===== src/rtl/ps2_mouse_tracker.sv =====
// ps2_mouse_tracker
// PS/2 mouse packet decoder and clamped absolute cursor tracker.
// Assembles 3-byte packets (4-byte IntelliMouse packets when the macro
// PS2_WHEEL_EN is defined) from the receiver byte stream. Byte 0 must have
// bit 3 set (sync). A partial packet is dropped after TIMEOUT idle cycles.
// Ports:
//   clk, rst          : single clock, synchronous active-high reset
//   rx_data, rx_valid : received byte and its one-cycle strobe
//   track_en          : 1 lets committed packets move the cursor
//   set_pos, set_x/y  : one-cycle cursor load (clamped), wins over a packet
//   pkt_valid         : one-cycle pulse when the packet outputs update
//   btn, dx, dy       : {mid,right,left}, signed 9-bit deltas (dy up-positive)
//   x_ovf, y_ovf      : overflow bits from byte 0
//   wheel             : byte3[3:0] (tied to 0 without PS2_WHEEL_EN)
//   cur_x, cur_y      : cursor position, Y grows downwards on screen
//   sync_err          : one-cycle pulse when a byte 0 candidate is rejected
module ps2_mouse_tracker #(
  parameter int X_W     = 10,
  parameter int Y_W     = 10,
  parameter int X_MAX   = 639,
  parameter int Y_MAX   = 479,
  parameter int X_INIT  = 320,
  parameter int Y_INIT  = 240,
  parameter int TIMEOUT = 100000
) (
  input  logic           clk,
  input  logic           rst,
  input  logic [7:0]     rx_data,
  input  logic           rx_valid,
  input  logic           track_en,
  input  logic           set_pos,
  input  logic [X_W-1:0] set_x,
  input  logic [Y_W-1:0] set_y,
  output logic           pkt_valid,
  output logic [2:0]     btn,
  output logic [8:0]     dx,
  output logic [8:0]     dy,
  output logic           x_ovf,
  output logic           y_ovf,
  output logic [3:0]     wheel,
  output logic [X_W-1:0] cur_x,
  output logic [Y_W-1:0] cur_y,
  output logic           sync_err
);

  localparam int CW   = ((X_W > Y_W) ? X_W : Y_W) + 2;
  localparam int TO_W = (TIMEOUT > 1) ? $clog2(TIMEOUT) : 1;
  localparam logic [TO_W-1:0]      TO_LAST = TO_W'(TIMEOUT - 1);
  localparam logic signed [CW-1:0] XMAX_S  = CW'(X_MAX);
  localparam logic signed [CW-1:0] YMAX_S  = CW'(Y_MAX);
  localparam logic [X_W-1:0]       XMAX_U  = X_W'(X_MAX);
  localparam logic [Y_W-1:0]       YMAX_U  = Y_W'(Y_MAX);

  typedef enum logic [1:0] {B0 = 2'd0, B1 = 2'd1, B2 = 2'd2, B3 = 2'd3} state_e;

`ifdef PS2_WHEEL_EN
  localparam state_e LAST = B3;
`else
  localparam state_e LAST = B2;
`endif

  state_e          state_q, state_d;
  logic [TO_W-1:0] to_cnt_q, to_cnt_d;
  logic [7:0]      b0_q, b1_q;
  logic [7:0]      byte2_s;
  logic            timeout_s, commit_s;

  logic            pkt_valid_q, pkt_valid_d, sync_err_q, sync_err_d;
  logic [2:0]      btn_q, btn_d;
  logic [8:0]      dx_q, dx_d, dy_q, dy_d;
  logic            x_ovf_q, x_ovf_d, y_ovf_q, y_ovf_d;
  logic [3:0]      wheel_q, wheel_d;
  logic [X_W-1:0]  cur_x_q, cur_x_d, clx_s, setx_s;
  logic [Y_W-1:0]  cur_y_q, cur_y_d, cly_s, sety_s;
  logic signed [8:0]    mdx_s, mdy_s;
  logic signed [CW-1:0] nx_s, ny_s;

`ifdef PS2_WHEEL_EN
  logic [7:0] b2_q;
  assign byte2_s = b2_q;
`else
  // Without the wheel the packet commits on byte 2 itself.
  assign byte2_s = rx_data;
`endif

  assign timeout_s = (state_q != B0) && !rx_valid && (to_cnt_q == TO_LAST);
  assign commit_s  = rx_valid && (state_q == LAST);

  // State register, byte latches and inter-byte timeout counter.
  always_ff @(posedge clk) begin
    if (rst) begin
      state_q  <= B0;
      to_cnt_q <= '0;
      b0_q     <= 8'h00;
      b1_q     <= 8'h00;
`ifdef PS2_WHEEL_EN
      b2_q     <= 8'h00;
`endif
    end else begin
      state_q  <= state_d;
      to_cnt_q <= to_cnt_d;
      if (rx_valid && state_q == B0 && rx_data[3]) b0_q <= rx_data;
      if (rx_valid && state_q == B1) b1_q <= rx_data;
`ifdef PS2_WHEEL_EN
      if (rx_valid && state_q == B2) b2_q <= rx_data;
`endif
    end
  end

  // Next-state logic: one byte per strobe, timeout abandons a partial packet.
  always_comb begin
    state_d = state_q;
    case (state_q)
      B0: begin
        if (rx_valid && rx_data[3]) state_d = B1;
        else                        state_d = B0;
      end
      B1: begin
        if (rx_valid)       state_d = B2;
        else if (timeout_s) state_d = B0;
        else                state_d = B1;
      end
      B2: begin
        if (rx_valid)       state_d = (LAST == B2) ? B0 : B3;
        else if (timeout_s) state_d = B0;
        else                state_d = B2;
      end
      B3: begin
        if (rx_valid || timeout_s) state_d = B0;
        else                       state_d = B3;
      end
      default: state_d = B0;
    endcase
    // Counter only runs while a packet is in progress.
    if (rx_valid || timeout_s || state_q == B0) to_cnt_d = '0;
    else                                        to_cnt_d = to_cnt_q + TO_W'(1);
  end

  // Output logic: packet fields on commit, clamped cursor arithmetic.
  always_comb begin
    pkt_valid_d = commit_s;
    sync_err_d  = rx_valid && (state_q == B0) && !rx_data[3];
    btn_d   = btn_q;
    dx_d    = dx_q;
    dy_d    = dy_q;
    x_ovf_d = x_ovf_q;
    y_ovf_d = y_ovf_q;
    wheel_d = wheel_q;
    if (commit_s) begin
      btn_d   = b0_q[2:0];
      dx_d    = {b0_q[4], b1_q};
      dy_d    = {b0_q[5], byte2_s};
      x_ovf_d = b0_q[6];
      y_ovf_d = b0_q[7];
`ifdef PS2_WHEEL_EN
      wheel_d = rx_data[3:0];
`else
      wheel_d = 4'h0;
`endif
    end else begin
      btn_d = btn_q;
    end

    // An overflowed axis does not move the cursor.
    mdx_s = b0_q[6] ? 9'sd0 : $signed({b0_q[4], b1_q});
    mdy_s = b0_q[7] ? 9'sd0 : $signed({b0_q[5], byte2_s});
    nx_s  = $signed({{(CW-X_W){1'b0}}, cur_x_q}) + $signed({{(CW-9){mdx_s[8]}}, mdx_s});
    ny_s  = $signed({{(CW-Y_W){1'b0}}, cur_y_q}) - $signed({{(CW-9){mdy_s[8]}}, mdy_s});

    if (nx_s[CW-1])        clx_s = '0;
    else if (nx_s > XMAX_S) clx_s = XMAX_U;
    else                    clx_s = nx_s[X_W-1:0];
    if (ny_s[CW-1])        cly_s = '0;
    else if (ny_s > YMAX_S) cly_s = YMAX_U;
    else                    cly_s = ny_s[Y_W-1:0];

    if (set_x > XMAX_U) setx_s = XMAX_U;
    else                setx_s = set_x;
    if (set_y > YMAX_U) sety_s = YMAX_U;
    else                sety_s = set_y;

    if (set_pos) begin
      cur_x_d = setx_s;
      cur_y_d = sety_s;
    end else if (commit_s && track_en) begin
      cur_x_d = clx_s;
      cur_y_d = cly_s;
    end else begin
      cur_x_d = cur_x_q;
      cur_y_d = cur_y_q;
    end
  end

  // Output registers.
  always_ff @(posedge clk) begin
    if (rst) begin
      pkt_valid_q <= 1'b0;
      sync_err_q  <= 1'b0;
      btn_q       <= 3'b000;
      dx_q        <= 9'h000;
      dy_q        <= 9'h000;
      x_ovf_q     <= 1'b0;
      y_ovf_q     <= 1'b0;
      wheel_q     <= 4'h0;
      cur_x_q     <= X_W'(X_INIT);
      cur_y_q     <= Y_W'(Y_INIT);
    end else begin
      pkt_valid_q <= pkt_valid_d;
      sync_err_q  <= sync_err_d;
      btn_q       <= btn_d;
      dx_q        <= dx_d;
      dy_q        <= dy_d;
      x_ovf_q     <= x_ovf_d;
      y_ovf_q     <= y_ovf_d;
      wheel_q     <= wheel_d;
      cur_x_q     <= cur_x_d;
      cur_y_q     <= cur_y_d;
    end
  end

  assign pkt_valid = pkt_valid_q;
  assign sync_err  = sync_err_q;
  assign btn       = btn_q;
  assign dx        = dx_q;
  assign dy        = dy_q;
  assign x_ovf     = x_ovf_q;
  assign y_ovf     = y_ovf_q;
  assign wheel     = wheel_q;
  assign cur_x     = cur_x_q;
  assign cur_y     = cur_y_q;

endmodule


===== config.mk =====
export PLATFORM = sky130hd
export DESIGN_NAME = ps2_mouse_tracker
export DESIGN_NICKNAME = d
export VERILOG_FILES = /design/src/rtl/ps2_mouse_tracker.sv
export SDC_FILE = /design/constraint.sdc
export NUM_CORES = 1
export LEC_CHECK = 0
export ABC_AREA = 1
export BUFFER_PORTS_ARGS = -buffer_cell sky130_fd_sc_hd__buf_2
export CELL_PAD_IN_SITES_DETAIL_PLACEMENT = 1
export CELL_PAD_IN_SITES_GLOBAL_PLACEMENT = 2
export CORE_MARGIN = 2
export CORE_UTILIZATION = 33
export DETAILED_ROUTE_END_ITERATION = 8
export HOLD_SLACK_MARGIN = 0.15
export PLACE_DENSITY = 0.87
export SLEW_MARGIN = 5
export SYNTH_ARGS = -nofsm -noshare
export SYNTH_HDL_FRONTEND = slang
export SYNTH_SLANG_ARGS = --single-unit

===== constraint.sdc =====
create_clock -name clk -period 5.2 [get_ports clk]
set_input_delay 0.26 -clock clk [delete_from_list [all_inputs] [get_ports clk]]
set_output_delay 0.26 -clock clk [all_outputs]
set_load 0.03 [all_outputs]

# Word level (Yosys, flattened, before mapping)
# Index checks and enable logic that the tools add are counted.
dict set report totals {
  ff_bits 80
  inputBits 33
  output_inout_bits 49
  word_cells 60
}
dict set report classes {
  add_sub_neg 3
  n_lt_le_gt_ge 4
  eq_ne 4
  n_mux 19
  reduce_logical 17
}
# operator n
set ops {}
lappend ops {{10-bit two-way mux} 10}
lappend ops {{9-bit two-way mux} 2}
lappend ops {{17-bit by 1-bit adder with 17-bit output, second input constant} 1}
lappend ops {{17-bit equality test, second input constant} 1}
lappend ops {{11-bit by 9-bit adder with 12-bit output} 1}
lappend ops {{12-bit by 10-bit greater-than comparator with 1-bit output, second input constant} 1}
lappend ops {{12-bit by 11-bit greater-than comparator with 1-bit output, second input constant} 1}
lappend ops {{11-bit by 9-bit subtractor with 12-bit output} 1}
lappend ops {{10-bit greater-than comparator, second input constant} 1}
lappend ops {{10-bit by 9-bit greater-than comparator with 1-bit output, second input constant} 1}
lappend ops {{1-bit logical AND} 9}
lappend ops {{2-bit two-way mux} 4}
lappend ops {{2-bit one-hot mux with 4 select lines} 1}
lappend ops {{2-bit equality test, second input constant} 2}
lappend ops {{2-bit nonzero test} 2}
lappend ops {{2-bit by 1-bit equality test with 1-bit output, second input constant} 1}
lappend ops {{1-bit zero test} 2}
lappend ops {{2-bit zero test} 1}
lappend ops {{1-bit logical OR} 2}
lappend ops {{1-bit two-way mux} 2}
lappend ops {{2-bit OR reduction} 1}

# Depth between registers and ports, before layout
dict set report depth {
  depth_word 7
  mapped_depth 18
  mapped_depth_nobuf 18
}

# Least setup slack after synthesis
# Ideal clock, no wire load.
dict set report synth_timing {
  path_kind {register -> register}
  start {register b0_q[6]}
  end {register cur_x_q[1] (netlist: cur_x[1])}
  setup_time_ns 0.128
  arrival_time_ns 2.201
  setup_slack_ns 2.871
  path_stages_with_launch 17
  n_path_buf 1
  path_cell_list {dfxtp_1 -> clkbuf_1 -> nor2_1 -> ha_1 -> inv_1 -> fa_1 -> inv_1 -> nand3_1 -> nand2_1 -> nand2_1 -> nand2_1 -> xor2_1 -> nand2_1 -> nand3_2 -> nand3_1 -> a21oi_1 -> nor2_1}
}
dict set report synth_via {
  elab_chain_cells 7
}
# item line
set synth_lines {}
lappend synth_lines {{from (decl)} 64} ;# logic [7:0] b0_q, b1_q;
lappend synth_lines {{from (signal assigned)} 102} ;# if (rx_valid && state_q == B0 && rx_data[3]) b0_q <= rx_data;
lappend synth_lines {{9-bit two-way mux (*)} 165} ;# mdx_s = b0_q[6] ? 9'sd0 : $signed({b0_q[4], b1_q});
lappend synth_lines {{11-bit by 9-bit adder with 12-bit output (*)} 167} ;# nx_s = $signed({{(CW-X_W){1'b0}}, cur_x_q}) + $signed({{(CW-9){mdx_s[8]}}, mdx_s});
lappend synth_lines {{12-bit by 11-bit greater-than comparator with 1-bit output} 171} ;# else if (nx_s > XMAX_S) clx_s = XMAX_U;
lappend synth_lines {{10-bit two-way mux} 171}
lappend synth_lines {{10-bit two-way mux (*)} 170} ;# if (nx_s[CW-1]) clx_s = '0;
lappend synth_lines {{10-bit two-way mux (*)} 185} ;# end else if (commit_s && track_en) begin
lappend synth_lines {{10-bit two-way mux (*)} 182} ;# if (set_pos) begin
lappend synth_lines {{to (signal assigned)} 205} ;# cur_x_q <= X_W'(X_INIT);
lappend synth_lines {{to (signal assigned)} 216} ;# cur_x_q <= cur_x_d;
lappend synth_lines {{to (decl)} 73} ;# logic [X_W-1:0] cur_x_q, cur_x_d, clx_s, setx_s;
# Every way passes the cells marked *; elsewhere a longest branch is shown, timed or not. The select of a mux whose other input is x is not followed.
# A chain may end at the register's enable or synchronous reset.

# Worst setup path after layout
dict set report layout_timing {
  start {register b0_q[6]}
  end {register cur_x_q[8] (netlist: cur_x[8])}
}
# Same word-level chain as after synthesis.

==> results.cfg <==
[synthesis]
synth_area_um2 = 4480
synth_top_family_by_area = simple AND/OR/NAND/NOR gates
synth-seq-cells = 79
synth_compound_area_frac = 0.159
synthAdderAreaFrac = 0.0759
avgSynthCellArea_um2 = 6.76
synthMuxAreaShare = 0
yosys_warnings = 0
syn_inst = 663
synth_flop_cell = dfxtp_1
async_reset_ff_frac = 0
synth_edf_count = 0
synth_simple_gate_area_frac = 0.296
yosysSeqAreaShare = 0.353
synthXorXnorAreaFrac = 0.0234
ys_types = 44

[routing]
detail-route-antenna-nets = 0
drcViolationCount = 0
first_pass_iters = 4
wl_per_cell_um = 15.0
vias = 4523
routed_wirelength_um = 13800
viasPerCell = 4.93
drt_iter0_markers = 121

[layout]
synthToLayoutAreaGrowth_pct = 18.6
final_nets = 795
fill_cells = 1760
utilization = 0.402
diodes = 0
drive_gt1_frac = 0.151

[min_path]
min_to = cur_y[6]$_SDFFE_PP1P_
hp-class = primary input to register
hold_depth = 3
hold_start = set_y[6]

[timing]
hold_violations = 0
drv_slew = 0
setup_violations = 0
finalSetupTns_ns = 0
period_share = 0.513
skew_ns = 0.0109
min_period_ns = 2.67
grt_setup_unrepaired = false
slew_headroom = 0.559
worstMarginPinSlew_ns = 0.660
fmax_mhz = 375

[clock_tree]
cts_root_buf = clkbuf_16
post_cts_buffers = 0
clk_latency_ns = 0.35
cts_max_level = 3
cts_resized = 0
cts_made_buffers = 9
ctsLongestPathBuffers = 2
clk_pin_slew_worst_paths_ns = 0.07
tritoncts = yes
clock-sinks = 79
cts_hold_buf = 0

[setup_path]
start_kind = register
cp.arrival_ns = 2.88
cp_common_cell = nand2_1
slowest_delay_ns = 0.44
path_max_fanout = 11
r2r-start = b0_q[6]$_SDFFE_PP0P_
required_ns = 5.41
critical_path.cell_chain = nor2_1, ha_1, inv_1, fa_1, inv_1, nand3_1, nand2_1, nand2_1, nand2_1, nand2_1, a21oi_1, nor2_4, nand3_1, nand2_1, nand2_1, nand3_1
end_kind = register
worst-setup-path-type = register to register
reg2reg_to = cur_x[8]$_SDFFE_PP1P_
r2r_slack_ns = 2.53
slowest_stage = dfxtp_1
reg2regPathDepth = 16

[power_and_ir_drop]
leakage_nw = 2.56
power.total_w = 0.00167
p_seq_frac = 0.390
power_frac_comb = 0.214
p_sw_frac = 0.327
ir_drop_mv = 0.153
clock_power_share = 0.396
switchingPower_w = 0.000545
p_per_area_nw_per_um2 = 313
internal_power_w = 0.00112

[global_route]
grt_pass1_wl_um = 22900
grt_pass1_vias = 4546
grt_max_degree = 44
grt_usage = 0.198
grt_overflow_total = 0
antenna_found_initial = 0

[placement]
hpwl_um = 10600
port_buffers = 77
place_congestion = 0.858

[floorplan]
die_x_um = 121
dieHeight_um = 121
start_util = 0.339
dieArea_um2 = 14500
ioPinCount = 82
coreArea_um2 = 13200
rows = 42

[job]
cap_violations = 0

[run_status]
status = completed
[power by group through the flow]
stage / Combinational [W] / Sequential (W) / Clock, W
finish: 0.000357 / 0.000650 / 0.000661
global route: 0.000405 / 0.000653 / 0.000699
global placement: 0.000349 / 0.000663 / 0
CTS: 0.000360 / 0.000650 / 0.000676
detailed placement: 0.000358 / 0.000664 / 0
floorplan: 0.000229 / 0.000688 / 0
[layout by cell type, fill, tap and decap left out, drive strengths merged, types with 2 or more instances in the layout]
cell,instances
a21oi,61
a31oi,2
buf,79
clkbuf,9
clkinv,4
conb,4
dfxtp,79
fa,2
ha,24
inv,84
nand2,146
nand3,40
nand3b,2
nand4,11
nor2,89
nor3,5
nor3b,3
nor4,3
o21ai,68
or2,6
xnor2,4
xor2,8
[registers in the layout (all words and copies together), names as in the netlist, 2 cells and up]
register,flops
cur_y,10
dx,9
to_cnt_q,17
b0_q,7
state_q,2
btn,3
dy,9
cur_x,10
b1_q,8
[synth_stat cells (2+ instances only)]
master | instances | share of area
buf_2 | 2 | 0.0022
buf_4 | 4 | 0.0067
nand3_1 | 38 | 0.042
a31oi_1 | 2 | 0.0028
clkbuf_1 | 12 | 0.010
ha_1 | 24 | 0.067
xnor2_1 | 4 | 0.0078
or2_2 | 2 | 0.0028
nor3_1 | 3 | 0.0033
inv_1 | 78 | 0.065
or2_0 | 3 | 0.0042
nand3b_1 | 2 | 0.0033
nor4_1 | 3 | 0.0042
o21ai_1 | 3 | 0.0033
nand4_1 | 11 | 0.015
xor2_1 | 8 | 0.016
nor2_1 | 86 | 0.072
nand2_1 | 144 | 0.12
a21oi_1 | 61 | 0.068
inv_2 | 2 | 0.0017
fa_1 | 2 | 0.0089
nor3b_1 | 3 | 0.0050
o21ai_0 | 65 | 0.073
nand3_2 | 2 | 0.0045
nor2_4 | 2 | 0.0050
dfxtp_1 | 79 | 0.35
[how the worst max path moves through the flow]
stage | from | to | cells after the start
finish | b0_q[6]$_SDFFE_PP0P_ | cur_x[8]$_SDFFE_PP1P_ | 16
CTS | b0_q[6]$_SDFFE_PP0P_ | cur_x[8]$_SDFFE_PP1P_ | 16
floorplan | b0_q[6]$_SDFFE_PP0P_ | cur_x[1]$_SDFFE_PP0P_ | 16
global route | b0_q[6]$_SDFFE_PP0P_ | cur_x[8]$_SDFFE_PP1P_ | 16
global placement | b0_q[6]$_SDFFE_PP0P_ | cur_x[4]$_SDFFE_PP0P_ | 15
detailed placement | b0_q[6]$_SDFFE_PP0P_ | cur_x[8]$_SDFFE_PP1P_ | 16
[metrics by stage]
step | hold WS [ns] | std cells | setup slack, ns | area (µm²)
2_1_floorplan | 0.336 | 666 | 2.87 | 4500
3_3_place_gp | 0.430 | 901 | 2.67 | 5020
3_5_place_dp | 0.445 | 901 | 2.52 | 5020
4_1_cts | 0.182 | 917 | 2.51 | 5320
5_1_grt | 0.214 | 917 | 2.23 | 5320
6_report | 0.188 | 917 | 2.53 | 5320
[kinds of logic (layout without fill, tap and decap cells)]
logic type | Yosys count | count (layout)
other | 1 | 4
AND/OR/NAND/NOR | 305 | 305
AO/OA/AOI/OAI | 137 | 137
buffers and inverters | 103 | 178
XOR/XNOR | 12 | 12
adder cells (fa/ha/maj) | 26 | 26
flip-flops | 79 | 79
[area by class of cell]
type	count	area, µm²	area share
multi-input cells	484	2500	0.470
flip-flops and latches	79	1580	0.297
repair buffers	79	400	0.0753
inverters	83	315	0.0593
clock buffers	9	225	0.0423
well taps	176	220	0.0414
clock inverters	7	77.6	0.0146
[critical path: cells and delay by family, from the launching register on]
family          cells  cell delay, ns
compound gates      1            0.26
flops               1            0.44
buf+inv             2            0.16
fa+ha+maj           2            0.64
simple gates       11            1.02
[per-layer routing]
layer | up-vias | part of all wire | GRT usage
li1 | 2298 | - | -
met1 | 2144 | 0.49 | 0.262
met2 | 68 | 0.46 | 0.326
met3 | 13 | 0.044 | 0.0448
met4 | 0 | 0.011 | 0.0487
met5 | - | 0 | 0
(Power assumes the default switching activity.)
